File: config.mk
export PLATFORM = sky130hd
export DESIGN_NAME = sensor_packet_framer
export DESIGN_NICKNAME = d
export VERILOG_FILES = /design/src/rtl/sensor_packet_framer.sv
export SDC_FILE = /design/constraint.sdc
export NUM_CORES = 1
export LEC_CHECK = 0
export ABC_AREA = 1
export CORE_MARGIN = 2
export CORE_UTILIZATION = 58
export DETAILED_ROUTE_END_ITERATION = 6
export DONT_BUFFER_PORTS = 1
export PLACE_DENSITY_LB_ADDON = 0.12
export SYNTH_ARGS = -nofsm -noshare
export SYNTH_HDL_FRONTEND = slang
export SYNTH_SLANG_ARGS = --single-unit
export TNS_END_PERCENT = 10
File: constraint.sdc
create_clock -name clk -period 2.3 [get_ports clk]
set_input_delay 0.23 -clock clk [delete_from_list [all_inputs] [get_ports clk]]
set_output_delay 0.23 -clock clk [all_outputs]
set_load 0.1 [all_outputs]
File: src/rtl/sensor_packet_framer.sv
// rtl/sensor_packet_framer.sv - priority-arbitrated sensor sample to byte-stream framer
// Frame: 7E, {id,6'b0}, LEN, timestamp (MSB first), data (MSB first), checksum, 7E.
module sensor_packet_framer #(
   parameter int           NUM_CH  = 4,
   parameter int           DATA_W  = 16,
   parameter int           TS_W    = 16,
   parameter int           TS_DIV  = 1,
   parameter logic [7:0]   CH_PRIO = {2'b11, 2'b10, 2'b00, 2'b01}
) (
   input  logic                     clk,
   input  logic                     rst_n,
   input  logic [NUM_CH-1:0]        in_valid,
   input  logic [NUM_CH*DATA_W-1:0] in_data,
   output logic [NUM_CH-1:0]        in_ready,
   output logic [7:0]               out_data,
   output logic                     out_valid,
   input  logic                     out_ready,
   output logic                     busy,
   output logic [15:0]              pkt_count
);

   localparam int DB = DATA_W / 8;
   localparam int TSB = TS_W / 8;
   localparam int PW = (TS_DIV > 1) ? $clog2(TS_DIV) : 1;
   localparam logic [PW-1:0] PS_LAST = PW'(TS_DIV - 1);
   localparam logic [7:0] LEN_BYTE = 8'(4 + TSB + DB);
   localparam logic [1:0] TS_LAST = 2'(TSB - 1);
   localparam logic [1:0] DB_LAST = 2'(DB - 1);

   typedef enum logic [2:0] {IDLE, START, HDR, LEN, TS, DATA, CKS, END} state_t;

   state_t              state, state_nxt;
   logic [1:0]          id_r;
   logic [DATA_W-1:0]   data_r;
   logic [TS_W-1:0]     ts_r;
   logic [TS_W-1:0]     ts_cnt;
   logic [PW-1:0]       ps_cnt;
   logic [1:0]          byte_cnt;
   logic [7:0]          cks;

   logic                found;
   logic [1:0]          best_prio;
   logic [1:0]          grant_id;
   logic [DATA_W-1:0]   grant_data;
   logic                take;
   logic                out_acc;

   // Strict '>' keeps the lowest index on a priority tie.
   always_comb begin
      found = 1'b0;
      best_prio = 2'b00;
      grant_id = 2'b00;
      grant_data = '0;
      for (int k = 0; k < NUM_CH; k++) begin
         if (in_valid[k] && (!found || CH_PRIO[2*k +: 2] > best_prio)) begin
            found = 1'b1;
            best_prio = CH_PRIO[2*k +: 2];
            grant_id = 2'(k);
            grant_data = in_data[k*DATA_W +: DATA_W];
         end
      end
   end

   assign in_ready  = (state == IDLE && found) ? (NUM_CH'(1) << grant_id) : '0;
   assign take      = |(in_valid & in_ready);
   assign out_valid = (state != IDLE);
   assign busy      = (state != IDLE);
   assign out_acc   = out_valid & out_ready;

   always_comb begin
      out_data = 8'h00;
      case (state)
         START:   out_data = 8'h7E;
         HDR:     out_data = {id_r, 6'b0};
         LEN:     out_data = LEN_BYTE;
         TS:      out_data = ts_r[TS_W-1 -: 8];
         DATA:    out_data = data_r[DATA_W-1 -: 8];
         CKS:     out_data = cks;
         END:     out_data = 8'h7E;
         default: out_data = 8'h00;
      endcase
   end

   always_comb begin
      state_nxt = state;
      case (state)
         IDLE:    if (take) state_nxt = START;
         START:   if (out_acc) state_nxt = HDR;
         HDR:     if (out_acc) state_nxt = LEN;
         LEN:     if (out_acc) state_nxt = TS;
         TS:      if (out_acc && byte_cnt == TS_LAST) state_nxt = DATA;
         DATA:    if (out_acc && byte_cnt == DB_LAST) state_nxt = CKS;
         CKS:     if (out_acc) state_nxt = END;
         END:     if (out_acc) state_nxt = IDLE;
         default: state_nxt = IDLE;
      endcase
   end

   always_ff @(posedge clk or negedge rst_n) begin
      if (!rst_n) state <= IDLE;
      else        state <= state_nxt;
   end

   always_ff @(posedge clk or negedge rst_n) begin
      if (!rst_n) begin
         ps_cnt <= '0;
         ts_cnt <= '0;
      end else if (ps_cnt == PS_LAST) begin
         ps_cnt <= '0;
         ts_cnt <= ts_cnt + TS_W'(1);
      end else begin
         ps_cnt <= ps_cnt + PW'(1);
      end
   end

   // ts_r and data_r shift left as bytes leave, so the top byte is always next.
   always_ff @(posedge clk or negedge rst_n) begin
      if (!rst_n) begin
         id_r      <= 2'b00;
         data_r    <= '0;
         ts_r      <= '0;
         byte_cnt  <= 2'b00;
         cks       <= 8'h00;
         pkt_count <= 16'h0000;
      end else if (take) begin
         id_r     <= grant_id;
         data_r   <= grant_data;
         ts_r     <= ts_cnt;
         byte_cnt <= 2'b00;
         cks      <= 8'h00;
      end else if (out_acc) begin
         case (state)
            HDR, LEN: cks <= cks + out_data;
            TS: begin
               cks      <= cks + out_data;
               ts_r     <= ts_r << 8;
               byte_cnt <= (byte_cnt == TS_LAST) ? 2'b00 : byte_cnt + 2'd1;
            end
            DATA: begin
               cks      <= cks + out_data;
               data_r   <= data_r << 8;
               byte_cnt <= (byte_cnt == DB_LAST) ? 2'b00 : byte_cnt + 2'd1;
            end
            END:     pkt_count <= pkt_count + 16'd1;
            default: ;
         endcase
      end
   end

endmodule

# After elaboration in Yosys (flattened, before gate mapping)
# Cells that the tools add are included.
word_totals:
  wordCells: 104
  input_bits: 71
  out_inout_bits: 30
  reg_bits: 80
op_classes:
  bitwise_logic: 3
  n_shift: 1
  order_cmp: 3
  addsub: 5
  reduce_logical: 28
  n_eq_ne: 16
  mux: 39
op_table:
  columns: ["operator", "count"]
  rows:
  - ["two-way mux 16 bit", 10]
  - ["one-hot mux 8 bit (6 select lines)", 1]
  - ["adder 16 x 1 -> 16 bit, second input constant", 2]
  - ["two-way mux 3 bit", 8]
  - ["two-way mux 8 bit", 3]
  - ["one-hot mux 3 bit (8 select lines)", 1]
  - ["!= test 2 bit, second input constant", 8]
  - ["two-way mux 2 bit", 7]
  - ["equality test 3 bit, second input constant", 4]
  - ["nonzero test 2 bit", 5]
  - ["adder 8 bit", 1]
  - ["two-way mux 1 bit", 8]
  - ["AND reduction 2 bit", 4]
  - ["AND reduction 8 bit", 1]
  - ["OR reduction 4 bit", 2]
  - ["equality test 3 x 2 -> 1 bit, second input constant", 2]
  - ["logical AND 1 bit", 5]
  - ["AND 4 bit", 1]
  - ["greater-than comparator 2 bit, first input constant", 2]
  - ["two-way mux 4 bit", 1]
  - ["OR reduction 2 bit", 2]
  - ["left shift 1 x 2 -> 4 bit, first input constant", 1]
  - ["equality test 3 x 1 -> 1 bit, second input constant", 1]
  - ["zero test 1 bit", 3]
  - ["10 further kinds", 12]

# Depth between registers and ports, before layout
depth:
  ltp_word: 19
  depth_mapped: 19
  ltp_nobuf: 18

# Worst setup path before layout
# OpenSTA, ideal clock, no wires.
synth_timing:
  kind: "reg2reg"
  startpoint: "register state[2]"
  endpoint: "register cks[5]"
  slack_ns: -1.678
  period_less_slack_ns: 3.978
  path_stages_with_launch: 17
  setup_time_ns: 0.118
  t_arrival_ns: 3.860
  n_path_buf: 1
  path_cell_list: "dfrtp_1 buf_2 inv_2 ha_1 nor2_1 nand2_1 inv_1 nand2_1 inv_1 a21oi_1 ha_1 nand3_1 nand3_1 a31oi_1 nor2_1 o21bai_1 inv_1"
synth_via:
  elab_chain_len: 7
  word_cells_on_any_way: 24
  cone_classes: "1 x add/sub; 7 x eq/ne; 5 x mux; 2 x bitwise; 9 x reduce/logical"
synth_lines:
  columns: ["item", "line", "source"]
  rows:
  - ["start: declaration", "32", "state_t state, state_nxt;"]
  - ["start signal: assignment", "101", "else state <= state_nxt;"]
  - ["equality test 3 bit / equality test 3 x 1 -> 1 bit (equally long branches)", "72", "case (state)"]
  - ["OR reduction 2 bit (no source line)", null, null]
  - ["one-hot mux 8 bit (6 select lines) *", "72", null]
  - ["net out_data[1]", "15", "output logic [7:0] out_data,"]
  - ["adder 8 bit *", "133, 135, 140", null]
  - ["two-way mux 8 bit *", null, null]
  - ["two-way mux 8 bit *", "131", "end else if (out_acc) begin"]
  - ["two-way mux 8 bit *", "125", "end else if (take) begin"]
  - ["end signal: assignment", "133", "HDR, LEN: cks <= cks + out_data;"]
  - ["end signal: assignment", "135", "cks <= cks + out_data;"]
  - ["end signal: assignment", "140", "cks <= cks + out_data;"]
  - ["end: declaration", "39", "logic [7:0] cks;"]
# The timed path passes the listed nets; every way through them passes the cells marked *. The select of a mux whose other input is x is not followed.
# A chain may end at the register's enable or synchronous reset.

# Final worst setup path
layout_timing:
  startpoint: "register state[1]"
  endpoint: "register cks[7]"
layout_via:
  elab_chain_len: 7
  word_cells_on_any_way: 24
  cone_classes: "1 x add/sub; 7 x eq/ne; 5 x mux; 2 x bitwise; 9 x reduce/logical"
layout_lines:
  columns: ["item", "line"]
  rows:
  - ["equality test 3 bit, or another cell as far along", "72"]
  - ["OR reduction 2 bit (no source line) / logical AND 1 bit (equally long branches)", null]
  - ["one-hot mux 8 bit (6 select lines) / two-way mux 4 bit (equally long branches)", "72, 64"]
  - ["adder 8 bit / AND 4 bit (equally long branches)", null]
  - ["two-way mux 8 bit / OR reduction 4 bit (equally long branches)", null]
  - ["two-way mux 8 bit / nonzero test 2 bit (equally long branches)", null]
  - ["two-way mux 8 bit / AND reduction 2 bit (equally long branches)", null]
# Several ways; a longest one is shown, not always the timed one. The select of a mux whose other input is x is not followed.

==> impl_metrics.py <==
metrics = {
    "outcome": {
        "status": "complete, but fails checks",
        "violations": "negative setup slack",
    },
    "die": {
        "top_level_ports": 101,
        "dieWidth_um": 92.79,
        "fp-row-count": 32,
        "die-area_sq_um": 8609,
        "die_h_um": 92.79,
        "core-area_sq_um": 7687,
        "initial_core_util": 0.5947,
    },
    "pwr": {
        "ir_drop_mv": 1.211,
        "power.density_nw_per_um2": 1471,
        "power_frac_clock": 0.133,
        "combPwrFrac": 0.622,
        "power.switching_mw": 4.341,
        "p_int_mw": 4.381,
        "sw_frac_of_total": 0.4977,
        "static-leakage-power_nw": 2.776,
        "seqPwrFrac": 0.245,
    },
    "global_routing": {
        "grt_usage": 0.2894,
        "grt_pass1_vias": 4131,
        "grt_pass1_wl_um": 19660,
        "grt_overflow": 0,
        "grt_max_degree": 80,
        "antenna_found_initial": 0,
    },
    "logic_synthesis": {
        "synth_cell_type_count": 42,
        "ys_seq_area_frac": 0.4324,
        "synthCells": 560,
        "synth_edf_count": 0,
        "synthAdderAreaFrac": 0.03722,
        "syn_area_sq_um": 4572,
        "syn_area_per_cell_sq_um": 8.164,
        "ys.warnings.count": 0,
        "async_reset_ff_frac": 1.000,
        "synth_compound_area_frac": 0.1538,
        "synthMuxAreaShare": 0,
        "synth-seq-cells": 79,
        "syn-num-nets": 644,
        "synthSimpleGateAreaFrac": 0.2411,
        "synth-xor-area-share": 0.05747,
        "synth_top_flop_cell": "dfrtp_1",
        "synth_top_family_by_area": "simple AND/OR/NAND/NOR gates",
    },
    "sta": {
        "slew_headroom": 0.6020,
        "fin_crit_sh": 1.103,
        "worstMarginPinSlew_ns": 0.5948,
        "max_freq_ghz": 0.3940,
        "fin_setup_tns_ns": -1.635,
        "setup_violations": 14,
        "final.min_clock_period_ns": 2.538,
        "skew_ns": 0.01916,
        "rsz0062_at_grt": "yes",
        "final-hold-violation-count": 0,
        "slew_violations": 0,
        "finalWorstSetupSlack_ns": -0.2379,
    },
    "clock_tree": {
        "cts-root-buf": "clkbuf_8",
        "numCtsBuffers": 9,
        "clock_latency_ns": 0.36,
        "htreeDepth": 3,
        "clock_path_buffers": 2,
        "cts.clk_slew.worst_paths_ns": 0.08,
        "cts_tree": "done",
        "cts_num_sinks": 79,
    },
    "setup_path": {
        "endpoint_kind": "flop",
        "critPathRequiredTime_ns": 2.56,
        "crit_fanout": 8,
        "worstSetupStartpointType": "flop",
        "arrival_ns": 2.80,
        "path_class": "flop to flop",
    },
    "placement": {
        "dp_hpwl_um": 8734,
        "io_buffers": 0,
        "place_congestion": 0.8872,
    },
    "layout": {
        "final_cell_mix": "nand2_1, dfrtp_1, buf_4",
        "layout_commonest_cell": "nand2_1",
        "fin_nets": 722,
        "synthToLayoutAreaGrowth_pct": 29.72,
        "final_util": 0.7715,
        "final_layout_size_suffix_gt1_frac": 0.2706,
        "n_antenna_cell": 0,
    },
    "detailed_routing": {
        "drc": 0,
        "detail_route.wl_per_cell_um": 17.16,
        "drt-pass1-iter-count": 5,
        "viasPerCell": 5.746,
        "first_iter_violations": 296,
        "wl_um": 12790,
        "route.vias.total": 4281,
        "drtAntennaViolNets": 0,
    },
    "run": {
        "maxCapViolations": 0,
    },
    "hold_path": {
        "worst_hold_path_type": "primary input to flop",
    },
}
layout make-up:
cell class	count	area [sq um]
Tap cell	102	127.6
Fill cell	539	1757
Clock inverter	6	93.84
Inverter	72	291.5
Timing Repair Buffer	82	745.7
Sequential cell	79	1979
Clock buffer	10	127.6
Multi-Input combinational cell	394	2565
logic make-up (layout without fill, tap and decap cells):
logic type | Yosys count | in the layout
simple gates | 241 | 241
compound gates | 110 | 110
buf+inv | 87 | 170
flops | 79 | 79
xor+xnor | 30 | 30
fa+ha+maj | 13 | 13
cells in the mapped netlist, types with 2 or more instances:
master    number  share of area
nand2_1      115          0.094
dfrtp_1       79           0.43
inv_1         62          0.051
nor2_1        50          0.041
nand3_1       39          0.043
o21ai_0       25          0.027
xor2_1        21          0.040
a21oi_1       20          0.022
a31oi_1       12          0.016
ha_1          12          0.033
a221oi_1      11          0.021
a22oi_1       10          0.016
nor3_1        10          0.011
o211ai_1      10          0.016
xnor2_1        9          0.017
inv_2          8         0.0066
nand4_1        8          0.011
o22ai_1        8          0.011
buf_2          7         0.0077
o21ai_1        7         0.0077
nor2_4         6          0.015
buf_1          3         0.0025
nand2_2        3         0.0041
nand2_4        3         0.0074
a211oi_1       2         0.0033
buf_4          2         0.0033
nor2_2         2         0.0027
o21bai_1       2         0.0033
metrics by stage:
step	std cells	total power, mW	setup slack, ns	hold slack (ns)	instance area [sq um]
floorplan	560	5.371	-0.5912	-0.06559	4717
global placement	717	6.492	-0.1252	-0.06391	5335
detailed placement	717	6.622	-0.2032	-0.06395	5335
CTS	742	8.187	-0.1354	0.002537	5754
global route	745	9.145	-0.3544	0.01048	5931
finish	745	8.723	-0.2379	0.007003	5931
critical path: stages (launching register included):
cell and delay, ns:
dfrtp_2 0.50, buf_6 0.13, ha_4 0.12, nor2_2 0.03
nand2_1 0.08, inv_2 0.05, nand2_4 0.08, clkinvlp_4 0.26
a21oi_4 0.29, ha_4 0.25, nand3_4 0.06, nand3_4 0.10
nand2_2 0.09, nand3_2 0.11, nand3_1 0.14, nand3_2 0.07
nand2_1 0.06, inv_1 0.03
repair_timing:
action / 4_1_cts / 5_1_grt
endpoints found under the hold margin: 80 / 0
pin swaps: 6 / 15
setup endpoints to repair: 13 / 13
hold buffers: 3 / 0
gates resized for setup: 27 / 33
buffers inserted: 6 / 3
state kept, by name, summed over array words and instances (netlist names):
name / cells
ts_r: 16
pkt_count: 16
byte_cnt: 2
data_r: 16
state: 3
cks: 8
ts_cnt: 16
id_r: 2
routing by layer:
layer  GRT usage  share of wire
met5           0              0
met3     0.04801          0.062
met4      0.1005          0.037
met1      0.3801           0.41
met2      0.4861           0.49
power groups by stage:
stage                     Combinational, mW  Sequential, mW  Clock, mW
final                                  5.42            2.14       1.16
after global routing                   5.74            2.18       1.23
after CTS                              4.91            2.10       1.18
after detailed placement               4.50            2.13          0
after global placement                 4.38            2.11          0
after floorplan                        3.18            2.19          0
path summary, 6_finish.rpt:
kind / start / to / slack, ns / cells after the start
max: state[1] / cks[7] / -0.24 / 17
min: in_data[53] / data_r[5] / 0.007 / 2
max reg2reg: state[1] / cks[7] / -0.24 / 17
min reg2reg: ts_cnt[15] / ts_cnt[15] / 0.49 / 1
max in group asynchronous: rst_n / state[2] / 1.54 / 2
min in group asynchronous: rst_n / cks[3] / 0.40 / 2
Power figures use the tool's default switching activity.
